File: config.mk
export PLATFORM = sky130hd
export DESIGN_NAME = execute_stage_xm
export DESIGN_NICKNAME = d
export VERILOG_FILES = /design/src/rtl/exec_pkg.sv /design/src/rtl/execute_stage_xm_md.sv /design/src/rtl/execute_stage_xm.sv
export SDC_FILE = /design/constraint.sdc
export NUM_CORES = 2
export LEC_CHECK = 0
export CAP_MARGIN = 20
export CORE_ASPECT_RATIO = 0.5
export CORE_MARGIN = 1.5
export CORE_UTILIZATION = 35
export DETAILED_ROUTE_END_ITERATION = 8
export GPL_TIMING_DRIVEN = 0
export PLACE_DENSITY = 0.67
export SYNTH_ARGS = -nofsm -noshare
export SYNTH_HDL_FRONTEND = slang
export SYNTH_SLANG_ARGS = --single-unit
File: constraint.sdc
create_clock -name clk -period 5.1 [get_ports clk]
set_clock_uncertainty 0.1 [all_clocks]
set_input_delay 0.51 -clock clk [delete_from_list [all_inputs] [get_ports clk]]
set_output_delay 0.51 -clock clk [all_outputs]
set_load 0.01 [all_outputs]
File: src/rtl/exec_pkg.sv
// Shared encodings for the execute stage: ALU ops, branch/M-op funct3 codes,
// result-source and forwarding selects, and the multiply/divide FSM states.
package exec_pkg;

    typedef enum logic [3:0] {
        ALU_ADD  = 4'd0,
        ALU_SUB  = 4'd1,
        ALU_AND  = 4'd2,
        ALU_OR   = 4'd3,
        ALU_XOR  = 4'd4,
        ALU_SLT  = 4'd5,
        ALU_SLTU = 4'd6,
        ALU_SLL  = 4'd7,
        ALU_SRL  = 4'd8,
        ALU_SRA  = 4'd9
    } alu_op_e;

    typedef enum logic [2:0] {
        BR_EQ  = 3'b000,
        BR_NE  = 3'b001,
        BR_LT  = 3'b100,
        BR_GE  = 3'b101,
        BR_LTU = 3'b110,
        BR_GEU = 3'b111
    } br_cond_e;

    typedef enum logic [2:0] {
        MD_MUL    = 3'b000,
        MD_MULH   = 3'b001,
        MD_MULHSU = 3'b010,
        MD_MULHU  = 3'b011,
        MD_DIV    = 3'b100,
        MD_DIVU   = 3'b101,
        MD_REM    = 3'b110,
        MD_REMU   = 3'b111
    } md_op_e;

    typedef enum logic [1:0] {
        RS_ALU = 2'b00,
        RS_MEM = 2'b01,
        RS_PC4 = 2'b10
    } result_src_e;

    typedef enum logic [1:0] {
        FWD_RD = 2'b00,
        FWD_W  = 2'b01,
        FWD_M  = 2'b10
    } fwd_sel_e;

    typedef enum logic [1:0] {
        MD_IDLE,
        MD_RUN,
        MD_DONE
    } md_state_e;

endpackage

File: src/rtl/execute_stage_xm_md.sv
// Iterative RV32M unit: XLEN-step shift-add multiply and restoring divide on
// operand magnitudes, sign fix-up on the way out, special divides skip RUN.
module md_unit_iter
    import exec_pkg::*;
#(
    parameter int unsigned XLEN = 32
) (
    input  logic            clk,
    input  logic            rst,
    input  logic            start,
    input  logic            stall,
    input  logic            flush,
    input  logic [2:0]      funct3,
    input  logic [XLEN-1:0] op_a,
    input  logic [XLEN-1:0] op_b,
    output logic [XLEN-1:0] md_result,
    output logic            md_done
);

    localparam int unsigned CW = $clog2(XLEN);

    md_state_e       state, state_nx;
    logic [CW-1:0]   count;
    logic [XLEN-1:0] hi, lo, opnd;
    logic [XLEN-1:0] hi_nx, lo_nx;
    logic [2:0]      op_q;
    logic            neg_q, neg_r;

    logic            is_div, a_signed, b_signed, neg_a, neg_b;
    logic            div_zero, div_ovf, special;
    logic [XLEN-1:0] mag_a, mag_b, min_val;
    logic [XLEN:0]   mul_sum, div_shift, div_diff;
    logic [2*XLEN-1:0] prod, prod_fix;

    always_comb begin
        min_val  = {1'b1, {(XLEN-1){1'b0}}};
        is_div   = funct3[2];
        a_signed = is_div ? ~funct3[0] : (funct3 != MD_MULHU);
        b_signed = is_div ? ~funct3[0] : (funct3 == MD_MUL || funct3 == MD_MULH);
        neg_a    = a_signed & op_a[XLEN-1];
        neg_b    = b_signed & op_b[XLEN-1];
        mag_a    = neg_a ? -op_a : op_a;
        mag_b    = neg_b ? -op_b : op_b;
        div_zero = is_div & (op_b == '0);
        div_ovf  = is_div & ~funct3[0] & (op_a == min_val) & (op_b == '1);
        special  = div_zero | div_ovf;
    end

    always_comb begin
        state_nx = state;
        case (state)
            MD_IDLE: if (start) state_nx = special ? MD_DONE : MD_RUN;
            MD_RUN:  if (count == '0) state_nx = MD_DONE;
            MD_DONE: state_nx = MD_IDLE;
            default: state_nx = MD_IDLE;
        endcase
    end

    // hi:lo is the product accumulator for multiply, remainder:quotient for divide
    always_comb begin
        mul_sum   = {1'b0, hi} + (lo[0] ? {1'b0, opnd} : '0);
        div_shift = {hi, lo[XLEN-1]};
        div_diff  = div_shift - {1'b0, opnd};
        if (op_q[2]) begin
            if (div_diff[XLEN]) begin
                hi_nx = div_shift[XLEN-1:0];
                lo_nx = {lo[XLEN-2:0], 1'b0};
            end else begin
                hi_nx = div_diff[XLEN-1:0];
                lo_nx = {lo[XLEN-2:0], 1'b1};
            end
        end else begin
            hi_nx = mul_sum[XLEN:1];
            lo_nx = {mul_sum[0], lo[XLEN-1:1]};
        end
    end

    always_ff @(posedge clk) begin
        if (!rst) begin
            state <= MD_IDLE;
            count <= '0;
            hi    <= '0;
            lo    <= '0;
            opnd  <= '0;
            op_q  <= '0;
            neg_q <= 1'b0;
            neg_r <= 1'b0;
        end else if (flush) begin
            state <= MD_IDLE;
        end else if (!stall) begin
            state <= state_nx;
            case (state)
                MD_IDLE: if (start) begin
                    op_q  <= funct3;
                    count <= CW'(XLEN - 1);
                    // special divides preload the final answer with no sign fix
                    if (div_zero) begin
                        hi    <= op_a;
                        lo    <= '1;
                        neg_q <= 1'b0;
                        neg_r <= 1'b0;
                    end else if (div_ovf) begin
                        hi    <= '0;
                        lo    <= min_val;
                        neg_q <= 1'b0;
                        neg_r <= 1'b0;
                    end else if (is_div) begin
                        hi    <= '0;
                        lo    <= mag_a;
                        opnd  <= mag_b;
                        neg_q <= neg_a ^ neg_b;
                        neg_r <= neg_a;
                    end else begin
                        hi    <= '0;
                        lo    <= mag_b;
                        opnd  <= mag_a;
                        neg_q <= neg_a ^ neg_b;
                        neg_r <= 1'b0;
                    end
                end
                MD_RUN: begin
                    hi <= hi_nx;
                    lo <= lo_nx;
                    if (count != '0) count <= count - CW'(1);
                end
                default: ;
            endcase
        end
    end

    always_comb begin
        prod     = {hi, lo};
        prod_fix = neg_q ? -prod : prod;
        case (op_q)
            MD_MUL:                       md_result = prod_fix[XLEN-1:0];
            MD_MULH, MD_MULHSU, MD_MULHU: md_result = prod_fix[2*XLEN-1:XLEN];
            MD_DIV, MD_DIVU:              md_result = neg_q ? -lo : lo;
            default:                      md_result = neg_r ? -hi : hi;
        endcase
        md_done = (state == MD_DONE);
    end

endmodule

File: src/rtl/execute_stage_xm.sv
// Execute stage: operand forwarding, RV32I ALU, branch/jump resolution,
// iterative RV32M unit with stall handshake, and the E/M pipeline register.
module execute_stage_xm
    import exec_pkg::*;
#(
    parameter int unsigned XLEN = 32,
    parameter int unsigned RAW  = 5
) (
    input  logic            clk,
    input  logic            rst,
    input  logic            stall_i,
    input  logic            flush_i,
    input  logic [XLEN-1:0] RD1E,
    input  logic [XLEN-1:0] RD2E,
    input  logic [XLEN-1:0] ImmExtE,
    input  logic [XLEN-1:0] PCE,
    input  logic [XLEN-1:0] PCPlus4E,
    input  logic [XLEN-1:0] ResultW,
    input  logic [RAW-1:0]  RDE,
    input  logic [1:0]      ForwardAE,
    input  logic [1:0]      ForwardBE,
    input  logic [3:0]      ALUControlE,
    input  logic            ALUSrcE,
    input  logic            BranchE,
    input  logic            JumpE,
    input  logic            JalrE,
    input  logic [2:0]      Funct3E,
    input  logic            MdEnE,
    input  logic            RegWriteE,
    input  logic            MemWriteE,
    input  logic [1:0]      ResultSrcE,
    output logic            RegWriteM,
    output logic            MemWriteM,
    output logic [1:0]      ResultSrcM,
    output logic [XLEN-1:0] ALUResultM,
    output logic [XLEN-1:0] WriteDataM,
    output logic [XLEN-1:0] PCPlus4M,
    output logic [RAW-1:0]  RDM,
    output logic [XLEN-1:0] PCTargetE,
    output logic            PCSrcE,
    output logic            MdBusyE
);

    localparam int unsigned SW = $clog2(XLEN);

    logic [XLEN-1:0] src_a, fwd_b, src_b, alu_result, md_result, jalr_sum;
    logic [SW-1:0]   shamt;
    logic            br_taken, md_done, md_busy;

    always_comb begin
        case (ForwardAE)
            FWD_W:   src_a = ResultW;
            FWD_M:   src_a = ALUResultM;
            default: src_a = RD1E;
        endcase
        case (ForwardBE)
            FWD_W:   fwd_b = ResultW;
            FWD_M:   fwd_b = ALUResultM;
            default: fwd_b = RD2E;
        endcase
        src_b = ALUSrcE ? ImmExtE : fwd_b;
        shamt = src_b[SW-1:0];
    end

    always_comb begin
        alu_result = '0;
        case (ALUControlE)
            ALU_ADD:  alu_result = src_a + src_b;
            ALU_SUB:  alu_result = src_a - src_b;
            ALU_AND:  alu_result = src_a & src_b;
            ALU_OR:   alu_result = src_a | src_b;
            ALU_XOR:  alu_result = src_a ^ src_b;
            ALU_SLT:  alu_result = {{(XLEN-1){1'b0}}, $signed(src_a) < $signed(src_b)};
            ALU_SLTU: alu_result = {{(XLEN-1){1'b0}}, src_a < src_b};
            ALU_SLL:  alu_result = src_a << shamt;
            ALU_SRL:  alu_result = src_a >> shamt;
            ALU_SRA:  alu_result = $unsigned($signed(src_a) >>> shamt);
            default:  alu_result = '0;
        endcase
    end

    // branches compare rs1 against forwarded rs2, never the immediate
    always_comb begin
        br_taken = 1'b0;
        case (Funct3E)
            BR_EQ:   br_taken = (src_a == fwd_b);
            BR_NE:   br_taken = (src_a != fwd_b);
            BR_LT:   br_taken = ($signed(src_a) < $signed(fwd_b));
            BR_GE:   br_taken = ($signed(src_a) >= $signed(fwd_b));
            BR_LTU:  br_taken = (src_a < fwd_b);
            BR_GEU:  br_taken = (src_a >= fwd_b);
            default: br_taken = 1'b0;
        endcase
        jalr_sum  = src_a + ImmExtE;
        PCTargetE = JalrE ? {jalr_sum[XLEN-1:1], 1'b0} : (PCE + ImmExtE);
        PCSrcE    = ~flush_i & (JumpE | JalrE | (BranchE & br_taken));
    end

    md_unit_iter #(
        .XLEN(XLEN)
    ) u_md (
        .clk       (clk),
        .rst       (rst),
        .start     (MdEnE),
        .stall     (stall_i),
        .flush     (flush_i),
        .funct3    (Funct3E),
        .op_a      (src_a),
        .op_b      (fwd_b),
        .md_result (md_result),
        .md_done   (md_done)
    );

    assign md_busy = MdEnE & ~md_done;
    assign MdBusyE = md_busy;

    always_ff @(posedge clk) begin
        if (!rst || flush_i) begin
            RegWriteM  <= 1'b0;
            MemWriteM  <= 1'b0;
            ResultSrcM <= RS_ALU;
            ALUResultM <= '0;
            WriteDataM <= '0;
            PCPlus4M   <= '0;
            RDM        <= '0;
        end else if (!stall_i) begin
            RegWriteM  <= RegWriteE & ~md_busy;
            MemWriteM  <= MemWriteE & ~md_busy;
            ResultSrcM <= md_busy ? RS_ALU : ResultSrcE;
            ALUResultM <= MdEnE ? md_result : alu_result;
            WriteDataM <= fwd_b;
            PCPlus4M   <= PCPlus4E;
            RDM        <= RDE;
        end
    end

endmodule

**Word level (Yosys, flattened, before mapping)**

Cells that the tools add are included.
W data, S select, Z words.

- Register bits: 213
- Word-level logic and storage cells: 156

- $add $sub $neg: 12
- $lt $le $gt $ge: 6
- Eq/ne operators: 33
- Shift-type cells: 3
- Muxes and demuxes: 42
- Bitwise logic cells: 26
- Reductions and logical operators: 19

Operators by type and width:

| operator | count |
|---|---|
| $mux W32 | 18 |
| $pmux W32 S10 | 1 |
| $pmux W32 S2 | 4 |
| $lt A32 B32 Y1 | 4 |
| $neg A32 Y32 | 4 |
| $add A32 B32 Y32 | 3 |
| $pmux W32 S3 | 1 |
| $eq A32 B32 Y1 const B | 2 |
| $ge A32 B32 Y1 | 2 |
| $mux W64 | 1 |
| $neg A64 Y64 | 1 |
| $add A32 B33 Y33 | 1 |
| $sub A33 B32 Y33 | 1 |
| $and A32 B32 Y32 | 1 |
| $eq A32 B32 Y1 | 1 |
| $logic_not A32 Y1 | 1 |
| $ne A32 B32 Y1 | 1 |
| $or A32 B32 Y32 | 1 |
| $shl A32 B5 Y32 | 1 |
| $shr A32 B5 Y32 | 1 |
| $sshr A32 B5 Y32 | 1 |
| $sub A32 B32 Y32 | 1 |
| $xor A32 B32 Y32 | 1 |
| $eq A3 B3 Y1 const B | 6 |
| 36 further kinds | 82 |

**Longest topological paths before layout**

- Word-level depth: 10
- Gate-level depth with buffers: 24
- Mapped depth without buffers: 18

**Cells and area by module**

A second synthesis with hierarchy kept.

- Cells, all modules: 4,587
- Area total of the unflattened synthesis: 31,894.3 µm²

Modules (own cells, without submodules):

| module | times used | cells an instance | area an instance (µm²) | seq. area each (µm²) |
|---|---|---|---|---|
| execute_stage_xm | 1 | 2,659 | 18,216.2 | 2,102.0 |
| md_unit_iter | 1 | 1,928 | 13,678.1 | 2,162.1 |

**Least setup slack after synthesis**

OpenSTA, ideal clock, no wires.

- Path type: input to register
- From: input ForwardBE[0]
- To: register ALUResultM[26]
- Library setup time: 0.119 ns
- Arrival time: 5.384 ns
- Required time: 4.881 ns
- Path slack: -0.502 ns
- Cell stages on the path: 23
- Buffers on the path: 8
- Cell sequence: inv_1 -> ha_1 -> buf_2 -> buf_2 -> or3b_2 -> o211ai_1 -> buf_4 -> buf_4 -> buf_2 -> buf_2 -> buf_2 -> ha_1 -> clkbuf_1 -> nor2b_1 -> o21a_1 -> o21ai_0 -> a2111o_1 -> a2111oi_2 -> o31ai_1 -> o21ai_0 -> mux2i_1 -> a41oi_1 -> o221a_2

- Word-level cells in the longest chain between the ends: 6

Ends and longest elaborated chain:

| what | line | text |
|---|---|---|
| start: declaration | execute_stage_xm.sv:21 | `input logic [1:0] ForwardBE,` |
| $eq A2 B2 Y1 / $eq A2 B1 Y1 (equally long branches) | execute_stage_xm.sv:56 | `case (ForwardBE)` |
| $pmux W32 S2 (*) | execute_stage_xm.sv:56 |  |
| $mux W32 (*) | execute_stage_xm.sv:61 | `src_b = ALUSrcE ? ImmExtE : fwd_b;` |
| $sub A32 B32 Y32 (tied with other cells) | execute_stage_xm.sv:69 | `ALU_SUB: alu_result = src_a - src_b;` |
| $pmux W32 S10 (*) | execute_stage_xm.sv:67 | `case (ALUControlE)` |
| $mux W32 (*) | execute_stage_xm.sv:130 | `ALUResultM <= MdEnE ? md_result : alu_result;` |
| end signal: assignment | execute_stage_xm.sv:130 |  |
| end: declaration | execute_stage_xm.sv:35 | `output logic [XLEN-1:0] ALUResultM,` |

Every way passes the cells marked *; elsewhere a longest branch is shown, timed or not.
A chain may end at the register's enable or synchronous reset.

**Final worst setup path**

- From: input ResultW[27]
- To: output PCSrcE

- Word-level cells in the longest chain between the ends: 6

Ends and longest elaborated chain:

| what | line | text |
|---|---|---|
| start: declaration | execute_stage_xm.sv:18 | `input logic [XLEN-1:0] ResultW,` |
| $pmux W32 S2, on equally long branches | execute_stage_xm.sv:51, execute_stage_xm.sv:56 |  |
| $ge A32 B32 Y1 (tied with other cells) | execute_stage_xm.sv:91 | `BR_GEU: br_taken = (src_a >= fwd_b);` |
| $pmux W1 S6 (*) | execute_stage_xm.sv:85 | `case (Funct3E)` |
| $and A1 B1 Y1 (*) | execute_stage_xm.sv:96 | `PCSrcE = ~flush_i & (JumpE \| JalrE \| (BranchE & br_taken));` |
| $or A1 B1 Y1 (*) | execute_stage_xm.sv:96 |  |
| $and A1 B1 Y1 (*) | execute_stage_xm.sv:96 |  |
| end: declaration | execute_stage_xm.sv:40 | `output logic PCSrcE,` |

Marks and branches as above.

==> flow_metrics.env <==
export IMPL_run_status="finished with violations"
export IMPL_violations_in_the_final_reports="slew limit, setup timing"
export IMPL_drive_above_1_share_pct=12.3
export IMPL_timing_critical_path_cells="clkdlybuf4s50_1 > a221oi_1 > or2_4 > ha_1 > nand4_1 > nor2_2 > nand2_1 > nor4_4 > buf_4 > nand2_2 > o41ai_4 > a311o_1 > mux2i_1 > o221ai_1 > o22ai_2 > buf_2"
export IMPL_timing_critical_path_slowest_cell_delay_ns=0.68
export IMPL_hold_depth=2
export IMPL_drt_initial_drc_count=6963
export IMPL_timing_final_ws_setup_ns=-0.232
export IMPL_die_width_um=430
export IMPL_critical_path_max_fanout=4
export IMPL_post_dp_cell_area_sq_mm=0.0377
export IMPL_clkSlewWorstSetupHoldPaths_ns=0.06
export IMPL_cts_buffer_depth=3
export IMPL_power_density_mw_per_mm2=263
export IMPL_antenna_violations_before_repair=24
export IMPL_crit_reg2reg_launch="ALUResultM[2]$_SDFFE_PP0N_"
export IMPL_layout_area_overhead_vs_synth_pct=30.6
export IMPL_groute_usage_overall_pct=47.3
export IMPL_clock_tree_root_cell="clkbuf_16"
export IMPL_final_hold_worst_slack_ns=0.351
export IMPL_post_route_cell_area_sq_mm=0.0416
export IMPL_final_max_slew_viol_count=2
export IMPL_timing_critical_path_required_ns=4.49
export IMPL_first_global_vias=39300
export IMPL_synth_top_flop_cell="dfxtp_1"
export IMPL_cts_num_sinks=213
export IMPL_netlist_top_cells_area="dfxtp_1, ha_1, mux2i_1"
export IMPL_clk_latency_ns=0.66
export IMPL_synthesis_yosys_warnings=0
export IMPL_hpwl_um=185000
export IMPL_postSynthNetCount=5051
export IMPL_timing_hold_worst_endpoint="u_md.opnd[12]$_SDFFE_PN0P_"
export IMPL_critical_path_slowest_stage_cell="clkdlybuf4s50_1"
export IMPL_nNetsFinal=5593
export IMPL_setup_repair_after_global_routing_missed_its_margin="true"
export IMPL_synth_ff_latch_count=213
export IMPL_n_fill_cell=9145
export IMPL_peakVddDrop_v=0.000234
export IMPL_timing_hold_worst_class="reg -> reg"
export IMPL_timing_setup_tns_ns=-1.01
export IMPL_seq_area_frac_synth_pct=13.4
export IMPL_synth_largest_area_cell="dfxtp_1"
export IMPL_via_count=43500
export IMPL_worstReg2RegEnd="ALUResultM[11]$_SDFFE_PP0N_"
export IMPL_finalSetupViolCount=13
export IMPL_worst_slew_margin_rel_pct=-9.88
export IMPL_gp_congestion=1.13
export IMPL_unique_masters_post_synth=89
export IMPL_initial_core_util_pct=35.7
export IMPL_finalWirelength_um=233000
export IMPL_max_cap_viol_count=0
export IMPL_synthArstFlopShare_pct=0
export IMPL_mappedNetlistArea_sq_mm=0.0318
export IMPL_port_buffer_count=357
export IMPL_drcViolationCount=0
export IMPL_routed_via_density=6.88
export IMPL_timing_worst_slew_pin_value_ns=1.65
export IMPL_io_pins=360
export IMPL_final_util_pct=46.6
export IMPL_hold_path_startpoint="u_md.opnd[12]$_SDFFE_PN0P_"
export IMPL_data_arrival_time_of_the_worst_path_ns=4.72
export IMPL_tritoncts="built"
export IMPL_worstSetupStartpointType="primary input"
export IMPL_cts_htree_levels=1
export IMPL_grt_start_max_net_pins=19
export IMPL_core_outline_area_sq_mm=0.0892
export IMPL_min_period_over_period_pct=105
export IMPL_cts_buffers=25
export IMPL_setup_worst_path_end_class="primary output"
export IMPL_ctsHoldBuffers=0
export IMPL_synth_enable_flop_cells=0
export IMPL_yosys_area_top_type_share_pct=13.4
export IMPL_dieHeight_um=216
export IMPL_grt_pass1_wl_um=312000
export IMPL_post_drt_wl_per_cell_um=36.8
export IMPL_grt_ovfl_total=0
export IMPL_rows=77
export IMPL_leak_pwr_nw=16.2
export IMPL_syn_instance_count=4559
export IMPL_criticalPathCategory="in -> out"
export IMPL_syn_area_per_cell_sq_um=6.98
export IMPL_first_pass_iters=7
export IMPL_finalWorstPathRequiredPeriod_ns=5.33
export IMPL_r2r_worst_path_cells=13
export IMPL_max_freq_ghz=0.188
export IMPL_ant_nets=0
export IMPL_dieArea_sq_mm=0.0929
export IMPL_final_hold_vio_count=0
export IMPL_r2r_slack_ns=-0.13
==> state kept, by name, indices dropped and copies added (netlist names) <==
signal and flops:
ALUResultM 32, PCPlus4M 32, WriteDataM 32, u_md.hi 32, u_md.lo 32, u_md.opnd 32, RDM 5, u_md.count 5
u_md.op_q 3, ResultSrcM 2, u_md.state 2, MemWriteM 1, RegWriteM 1, u_md.neg_q 1, u_md.neg_r 1
==> synth_stat cells (15+ instances only) <==
cell	n
a21o_1	64
o21bai_1	34
a41oi_1	16
a311oi_1	15
mux2_2	30
a22oi_1	56
a221oi_1	54
o21a_1	37
dfxtp_1	213
nor4_1	48
o311ai_0	17
nor3_1	79
o221ai_1	26
clkbuf_1	238
o21ai_0	372
nand4_1	35
or4_1	15
a211oi_1	76
inv_1	180
nor2_1	493
nor2b_1	45
or3_1	29
nand3_1	81
mux2i_1	209
o211ai_1	85
buf_4	17
xor2_1	93
a221o_1	36
a21oi_1	412
and3_1	29
xnor2_1	159
o31ai_1	41
nand2_1	397
nand2b_1	49
buf_1	25
buf_2	51
o22ai_1	34
and2_1	25
a31oi_1	70
o21ai_1	46
or2_2	28
ha_1	265
==> worst max-delay path, delay by kind of cell <==
family / cells / cell delay, ns
adders and majority gates: 1 / 0.17
muxes: 1 / 0.23
AOI/OAI and AO/OA: 5 / 1.71
and+or+nand+nor: 6 / 1.01
buffers and inverters: 3 / 1.06
==> how the worst max path moves through the flow <==
stage / slack [ns] / start / to / cells past startpoint
2_1_floorplan: -0.02 / ForwardBE[0] / ALUResultM[29]$_SDFFE_PP0N_ / 21
5_1_grt: -0.14 / ResultW[27] / PCSrcE / 16
3_5_place_dp: -3.37 / ForwardBE[1] / ALUResultM[27]$_SDFFE_PP0N_ / 20
4_1_cts: 0.0001 / ForwardBE[0] / PCSrcE / 19
6_report: -0.23 / ResultW[27] / PCSrcE / 16
3_3_place_gp: -4.00 / ForwardAE[0] / ALUResultM[30]$_SDFFE_PP0N_ / 17
==> cell type report <==
| class | instances | area (sq um) | share of cell area, % |
|---|---|---|---|
| Tap cell | 1185 | 1480 | 3.56 |
| Clock buffer | 27 | 643 | 1.55 |
| Sequential cell | 213 | 4270 | 10.3 |
| Buffer | 316 | 1780 | 4.28 |
| Clock inverter | 19 | 283 | 0.680 |
| Inverter | 191 | 757 | 1.82 |
| Timing Repair Buffer | 533 | 5290 | 12.7 |
| Multi-Input combinational cell | 3821 | 27100 | 65.0 |
| Antenna cell | 18 | 45.0 | 0.108 |
==> routing by layer <==
metal | GRT usage [%] | up-vias | share of wire [%]
li1 | - | 18000 | -
met1 | 62.6 | 21200 | 40
met2 | 65.2 | 3521 | 38
met3 | 20.9 | 740 | 16
met4 | 20.4 | 22 | 5.4
met5 | 3.38 | - | 0.32
==> what timing repair did <==
action / CTS / global route
setup endpoints to repair: 150 / 101
pin swaps: 63 / 59
buffers inserted: 82 / 45
gates resized for setup: 348 / 140
gates cloned: 1 / 2
==> stage by stage <==
stage | cells | total power [W] | setup slack [ns]
floorplan | 4559 | 0.00514 | -0.0191
global placement | 6101 | 0.00767 | -4.00
detailed placement | 6142 | 0.00778 | -3.37
CTS | 6261 | 0.0103 | 0.000109
global route | 6310 | 0.0111 | -0.138
finish | 6323 | 0.0110 | -0.232
==> placed cells by master, fill, tap and decap left out, types with 32 or more instances in the layout <==
cell and n:
a22oi_1 49, nor2b_1 40, ha_1 245, nor3_1 76, xor2_1 91, buf_8 32, a31oi_1 64, nand2b_1 49
clkdlybuf4s50_1 335, buf_4 126, dfxtp_1 210, o21a_1 37, inv_1 172, a21o_1 63, clkbuf_1 202, buf_2 33
nor4_1 43, a21oi_1 401, nand3_1 81, xnor2_1 151, o21ai_0 349, a221o_1 36, o211ai_1 85, a221oi_1 42
nand4_1 35, buf_6 33, nand2_1 394, nor2_1 484, mux2i_1 205, a211oi_1 71, o21bai_1 34, o31ai_1 36
o22ai_1 32
==> logic make-up (layout without fill, tap and decap cells) <==
logic type	Yosys count	after routing	share of synthesized area, %
AO/OA/AOI/OAI	1646	1646	33.5
XOR/XNOR	252	252	6.93
adder cells (fa/ha/maj)	271	271	10.8
buffers and inverters	525	1086	6.64
flip-flops	213	213	13.4
multiplexers	249	249	8.34
other	0	18	0
AND/OR/NAND/NOR	1403	1403	20.4
==> power breakdown <==
group	total [W]	leakage (nW)	switching, W	internal (W)
combinational	0.00694	14.0	0.00459	0.00234
sequential	0.00184	1.73	0.000107	0.00173
clock	0.00218	0.442	0.000947	0.00123
Note: power is estimated with default switching activity, not from simulation.
